===== src/rtl/iomem_initiator.sv =====
// iomem bus master: takes one command at a time, runs a single iomem transaction, and returns the result.
// Define IOMEM_INIT_TIMEOUT_EN to add a watchdog that ends transactions no responder claims.
module iomem_initiator #(
  parameter int unsigned TIMEOUT_CYCLES = 255
) (
  input  logic        clk,
  input  logic        resetn,
  input  logic        cmd_valid,
  output logic        cmd_ready,
  input  logic [31:0] cmd_addr,
  input  logic [31:0] cmd_wdata,
  input  logic [3:0]  cmd_wstrb,
  output logic        rsp_valid,
  input  logic        rsp_ready,
  output logic [31:0] rsp_rdata,
  output logic        rsp_err,
  output logic        busy,
  output logic        iomem_valid,
  input  logic        iomem_ready,
  output logic [31:0] iomem_addr,
  output logic [31:0] iomem_wdata,
  output logic [3:0]  iomem_wstrb,
  input  logic [31:0] iomem_rdata,
  output logic [1:0]  dbg_state
);

  // Handshakes: a transfer happens on the rising edge where valid && ready are
  // both high; valid stays up and its payload stays stable until that edge.
  // iomem_ready is a one-cycle completion pulse, only meaningful while in REQ.

  typedef enum logic [1:0] {
    IDLE = 2'd0,
    REQ  = 2'd1,
    RSP  = 2'd2
  } state_e;

  if (TIMEOUT_CYCLES < 2 || TIMEOUT_CYCLES > 65535) begin : g_bad_timeout
    $error("iomem_initiator: TIMEOUT_CYCLES must be within 2..65535");
  end

  state_e      state_q;
  logic        cmd_ready_q;
  logic        rsp_valid_q;
  logic [31:0] rsp_rdata_q;
  logic        rsp_err_q;
  logic        busy_q;
  logic        iomem_valid_q;
  logic [31:0] iomem_addr_q;
  logic [31:0] iomem_wdata_q;
  logic [3:0]  iomem_wstrb_q;

`ifdef IOMEM_INIT_TIMEOUT_EN
  localparam logic [15:0] TO_LAST = 16'(TIMEOUT_CYCLES - 1);
  logic [15:0] wdog_q;
`endif

  always_ff @(posedge clk or negedge resetn) begin
    if (!resetn) begin
      state_q       <= IDLE;
      cmd_ready_q   <= 1'b0;
      rsp_valid_q   <= 1'b0;
      rsp_rdata_q   <= 32'h0;
      rsp_err_q     <= 1'b0;
      busy_q        <= 1'b0;
      iomem_valid_q <= 1'b0;
      iomem_addr_q  <= 32'h0;
      iomem_wdata_q <= 32'h0;
      iomem_wstrb_q <= 4'h0;
`ifdef IOMEM_INIT_TIMEOUT_EN
      wdog_q        <= 16'h0;
`endif
    end else begin
      case (state_q)
        IDLE: begin
          // cmd_ready rises one cycle after reset release, then stays up in IDLE.
          cmd_ready_q <= 1'b1;
          if (cmd_valid && cmd_ready_q) begin
            iomem_addr_q  <= cmd_addr & 32'hFFFF_FFFC;
            iomem_wdata_q <= cmd_wdata;
            iomem_wstrb_q <= cmd_wstrb;
            iomem_valid_q <= 1'b1;
            cmd_ready_q   <= 1'b0;
            busy_q        <= 1'b1;
            state_q       <= REQ;
`ifdef IOMEM_INIT_TIMEOUT_EN
            wdog_q        <= 16'h0;
`endif
          end
        end
        REQ: begin
          if (iomem_ready) begin
            // valid must fall on this edge so the responder does not see a new request.
            rsp_rdata_q   <= (iomem_wstrb_q == 4'h0) ? iomem_rdata : 32'h0;
            rsp_err_q     <= 1'b0;
            rsp_valid_q   <= 1'b1;
            iomem_valid_q <= 1'b0;
            state_q       <= RSP;
          end
`ifdef IOMEM_INIT_TIMEOUT_EN
          else if (wdog_q == TO_LAST) begin
            rsp_rdata_q   <= 32'h0;
            rsp_err_q     <= 1'b1;
            rsp_valid_q   <= 1'b1;
            iomem_valid_q <= 1'b0;
            state_q       <= RSP;
          end else begin
            wdog_q <= wdog_q + 16'd1;
          end
`endif
        end
        RSP: begin
          if (rsp_ready) begin
            rsp_valid_q <= 1'b0;
            busy_q      <= 1'b0;
            cmd_ready_q <= 1'b1;
            state_q     <= IDLE;
          end
        end
        default: begin
          state_q       <= IDLE;
          cmd_ready_q   <= 1'b0;
          rsp_valid_q   <= 1'b0;
          busy_q        <= 1'b0;
          iomem_valid_q <= 1'b0;
        end
      endcase
    end
  end

  assign cmd_ready   = cmd_ready_q;
  assign rsp_valid   = rsp_valid_q;
  assign rsp_rdata   = rsp_rdata_q;
  assign rsp_err     = rsp_err_q;
  assign busy        = busy_q;
  assign iomem_valid = iomem_valid_q;
  assign iomem_addr  = iomem_addr_q;
  assign iomem_wdata = iomem_wdata_q;
  assign iomem_wstrb = iomem_wstrb_q;
  assign dbg_state   = state_q;

endmodule


===== config.mk =====
export PLATFORM = sky130hd
export DESIGN_NAME = iomem_initiator
export DESIGN_NICKNAME = d
export VERILOG_FILES = /design/src/rtl/iomem_initiator.sv
export SDC_FILE = /design/constraint.sdc
export NUM_CORES = 1
export LEC_CHECK = 0
export ABC_AREA = 0
export BUFFER_PORTS_ARGS = -buffer_cell sky130_fd_sc_hd__buf_2
export CORE_MARGIN = 2
export CORE_UTILIZATION = 46
export CTS_CLUSTER_DIAMETER = 50
export DETAILED_ROUTE_END_ITERATION = 10
export HOLD_SLACK_MARGIN = 0.1
export PLACE_DENSITY_LB_ADDON = 0.08
export SYNTH_ARGS = -nofsm -noshare
export SYNTH_HDL_FRONTEND = slang
export SYNTH_SLANG_ARGS = --single-unit

===== constraint.sdc =====
create_clock -name clk -period 2.1 [get_ports clk]
set_input_delay 0.21 -clock clk [delete_from_list [all_inputs] [get_ports clk]]
set_output_delay 0.21 -clock clk [all_outputs]
set_load 0.02 [all_outputs]

**After elaboration in Yosys (flattened, before gate mapping)**

Index checks and enable logic that the tools add are counted.

- Register bits: 104
- Bits in latches: 0
- Memory bits (writable): 0
- Memory bits (read-only): 0
- Bits of input ports: 105
- Memories kept: 0

- $add $sub $neg: 0
- $mul: 0
- Div/mod/pow operators: 0
- $lt $le $gt $ge: 0
- Equality and inequality tests: 5
- Shift operators: 0
- Mux-type cells: 15
- Bitwise gates (word level): 3
- Reduce and logical (&&, ||, !) cells: 10

Operators by type and width:

| kind | count |
|---|---|
| 2-to-1 mux 32 bit | 1 |
| one-hot mux 1 bit (3 select lines) | 4 |
| AND reduction 3 bit | 4 |
| 2-to-1 mux 1 bit | 6 |
| 2-to-1 mux 2 bit | 3 |
| != test 2 bit, second input constant | 3 |
| one-hot mux 2 bit (3 select lines) | 1 |
| AND reduction 2 bit | 3 |
| zero test 4 bit | 1 |
| inverter 1 bit | 3 |
| == test 2 x 1 -> 1 bit, second input constant | 1 |
| == test 2 bit, second input constant | 1 |
| zero test 2 bit | 1 |
| logical AND 1 bit | 1 |

**Logic depth before layout (Yosys ltp)**

- Depth after elaboration: 3
- Mapped depth: 5
- Mapped depth without buffers: 2

**Worst setup path before layout**

OpenSTA, ideal clock, no wires.

- Path kind: flip-flop to flip-flop
- From: reg state_q[0] (netlist: dbg_state[0])
- To: reg iomem_addr_q[10] (netlist: iomem_addr[10])
- Arrival: 1.537 ns
- Slack: 0.438 ns
- Stages on the path, launching flop included: 6
- Buffers on the path: 3
- Cells stage by stage: dfrtp_1 > buf_2 > nor4bb_1 > buf_2 > buf_4 > mux2_2

- Longest elaborated chain between the ends: 2

RTL lines:

| item | RTL line | text |
|---|---|---|
| start, declared | 41 | `state_e state_q;` |
| start signal, assigned | 59 | `state_q <= IDLE;` |
| start signal, assigned | 84 | `state_q <= REQ;` |
| start signal, assigned | 97 | `state_q <= RSP;` |
| zero test 2 bit | 73 | `case (state_q)` |
| AND reduction 2 bit (no source line) | -- |  |
| end signal, assigned | 78 | `iomem_addr_q <= cmd_addr & 32'hFFFF_FFFC;` |
| end, declared | 48 | `logic [31:0] iomem_addr_q;` |

No other way between the ends.
A chain may end at the register's enable or synchronous reset.

**Worst setup path in the final report**

- From: reg state_q[1] (netlist: dbg_state[1])
- To: reg iomem_wdata_q[18] (netlist: iomem_wdata[18])

- Longest elaborated chain between the ends: 2

RTL lines:

| item | RTL line | text |
|---|---|---|
| zero test 2 bit | 73 |  |
| AND reduction 2 bit (no source line) | -- |  |
| end signal, assigned | 79 | `iomem_wdata_q <= cmd_wdata;` |
| end, declared | 49 | `logic [31:0] iomem_wdata_q;` |

No other way between the ends.

==> results.yml <==
synth:
  synth.distinct_cells: 25
  yosys_warnings: 0
  netlist.area_leader.share_pct: 58.7
  syn_inst: 312
  synth_edf_count: 0
  yosysSeqAreaShare_pct: 58.7
  synth_area_leaders: "dfrtp_1, mux2_2, o32ai_2, inv_1, nand2_1"
  ys_ff_latch: 104
  avgSynthCellArea_sq_um: 14.2
  synth_flop_cell: "dfrtp_1"
  syn_area_sq_um: 4430
  synthArstFlopShare_pct: 100
  synth_area_leader_cell: "dfrtp_1"
worst_setup_path:
  worstReg2RegStart: "dbg_state[1]"
  crit_chain: "nor4bb_4 > buf_4 > mux2_2"
  path_buf_inv: 1
  rr_endpoint: "iomem_wdata[18]"
  rrSetupSlack_ns: 0.36
  max_stage_delay_ns: 0.49
  arrival_ns: 1.97
  path_max_fanout: 25
  start_kind: "flop"
  path_class: "reg -> reg"
  reg2reg_depth: 3
  critical-path-top-delay-family: "flip-flops"
  endpoint_kind: "flop"
  cp.required_ns: 2.33
  crit_slowest_cell: "dfrtp_1"
min_path:
  worstHoldStart: "iomem_rdata[8]"
  worstHoldEndpoint: "rsp_rdata[8]"
  hold_class: "in -> reg"
  min_path_cells: 3
cells_and_area:
  syn_to_final_growth_pct: 44.9
  multi_input_area_sq_um: 1550
  final_core_util_pct: 69.2
  regArea_sq_um: 2600
  nNetsFinal: 684
  drive_above_1_share_pct: 56.5
  stdcell_area_sq_um: 6420
  n_fill_cell: 712
  antenna_cells: 0
timing:
  tns_ns: 0
  drv_slew: 0
  tightest_slew_ns: 0.567
  rsz0062_at_grt: "no"
  fin_crit_ns: 1.74
  max_freq_ghz: 0.576
  finalHoldViolCount: 0
  slew_headroom_pct: 62.2
  fin_worst_skew_ns: 0.00979
  finalCritPeriodShare_pct: 82.7
  setup_viol: 0
detailed_routing:
  ant_nets: 0
  drtPass1Iterations: 4
  drt_iter0_drc: 94
  drt-total-wl_microns: 10800
  drc: 0
  avgRoutedWirePerCell_microns: 15.2
  avgViaCountPerCell: 4.79
  vias: 3414
clock_tree:
  cts.sink_count: 104
  insertion_delay_ns: 0.34
  h-tree-depth: 3
  cts_buffers: 9
  cts_tree: "built"
  post_cts_resized: 0
  cts-root-buf: "clkbuf_8"
  cts_buffer_depth: 2
  cts.reportedPaths.clkPinSlew_ns: 0.10
placement:
  port_buffers: 206
  placed_area_sq_um: 5590
  hpwl_microns: 7130
  place.gp.congestion: 0.743
floorplanning:
  fp-row-count: 35
  die_w_microns: 102
  initial_utilization_pct: 47.8
  dieArea_sq_um: 10400
  coreArea_sq_um: 9280
  io_pins: 212
  die_h_microns: 102
global_route:
  antenna_found_initial: 0
  grt_use_total_pct: 20.9
  grt_pass1_vias: 3516
  overflow: 0
  grt_pass1_wl_microns: 17100
  grt_max_degree: 46
power:
  p_leak_uw: 0.00309
  comb_power_share_pct: 49.4
  ir_drop_v: 0.00100
  power_frac_clock_pct: 12.3
  switching_share_pct: 41.4
  intPower_uw: 5170
  p_sw_uw: 3650
  seqPwrFrac_pct: 38.3
  p_per_area_nw_per_um2: 1370
status:
  status: "finished clean"
flow_run:
  maxCapViolCount: 0
==> synthesized netlist by cell type (2+ instances only) <==
library cell	n
o32ai_1	2
clkbuf_1	5
mux2_2	66
nand2_1	32
buf_4	10
a21o_1	2
dfrtp_1	104
inv_1	32
o32ai_4	3
o32ai_2	27
buf_2	9
nand2b_1	2
o21ai_0	2
buf_6	4
nor3b_1	2
==> layer usage <==
| layer | track usage (%) | routed length (microns) | vias up |
|---|---|---|---|
| met4 | 4.21 | 106 | 0 |
| met1 | 27.1 | 4420 | 1684 |
| met3 | 6.50 | 758 | 8 |
| met5 | 0 | 0 | - |
| met2 | 35.1 | 5570 | 120 |
| li1 | - | - | 1602 |
==> per-stage QoR <==
| step | setup slack [ns] | power [uW] | std cells | hold slack, ns |
|---|---|---|---|---|
| 2_1_floorplan | 0.438 | 6280 | 314 | -0.0856 |
| 3_3_place_gp | 0.399 | 7590 | 630 | 0.218 |
| 3_5_place_dp | 0.362 | 7690 | 630 | 0.219 |
| 4_1_cts | 0.352 | 8880 | 711 | 0.102 |
| 5_1_grt | 0.262 | 9380 | 713 | 0.103 |
| 6_report | 0.363 | 8820 | 713 | 0.111 |
==> power by group through the flow <==
stage / logic [uW] / clock network [uW] / registers [uW]
floorplan: 1770 / 0 / 4510
global placement: 4230 / 0 / 3360
detailed placement: 4290 / 0 / 3400
CTS: 4390 / 1120 / 3370
global route: 4660 / 1210 / 3510
finish: 4360 / 1080 / 3380
==> flip-flops by register name (all words and copies together) (netlist names) <==
name and count:
iomem_addr 30, cmd_ready 1, dbg_state 2, busy 1, rsp_rdata 32, iomem_wstrb 4
rsp_valid 1, iomem_wdata 32, iomem_valid 1
==> worst max-delay path by stage <==
stage / from / end / slack (ns) / cells after the start
detailed placement: dbg_state[1] / iomem_wdata[22] / 0.36 / 3
global route: dbg_state[1] / iomem_wdata[26] / 0.26 / 3
floorplan: dbg_state[0] / iomem_addr[10] / 0.44 / 5
CTS: dbg_state[1] / iomem_wdata[26] / 0.35 / 3
finish: dbg_state[1] / iomem_wdata[18] / 0.36 / 3
global placement: dbg_state[1] / iomem_addr[26] / 0.40 / 3
==> cells by family after synthesis <==
family	after synthesis	synth area share, %
mux	66	16.8
compound gates	40	13.4
other cells	1	0.0846
buf+inv	60	6.86
flops	104	58.7
simple gates	41	4.23
==> cell usage in the layout (no fill, tap or decap), types with 3 or more instances in the layout <==
master         synthesis  layout
dlygate4sd3_1          0      67
o32ai_2               27      27
buf_4                 10       6
o32ai_4                3       3
mux2_2                66      66
dfrtp_1              104     104
buf_2                  9     205
conb_1                 1       3
nand2_1               32      32
clkbuf_8               0       9
inv_1                 32      32
buf_12                 0       4
==> worst reg2reg max path: stages (launching register included) <==
cell,delay [ns]
dfrtp_1,0.49
nor4bb_4,0.38
buf_4,0.37
mux2_2,0.39
==> timing repair <==
action / 4_1_cts / 5_1_grt
buffers inserted: 0 / 0
hold endpoints to repair: 97 / 2
hold buffers: 65 / 2
==> layout make-up <==
cell class,instances,area share [%]
sequential,104,40.5
multi-input combinational,150,24.2
clock inverter,5,0.526
tap,129,2.51
clock buffer,11,2.04
inverter,32,1.87
timing repair buffer,282,28.4
(Power assumes the default switching activity.)
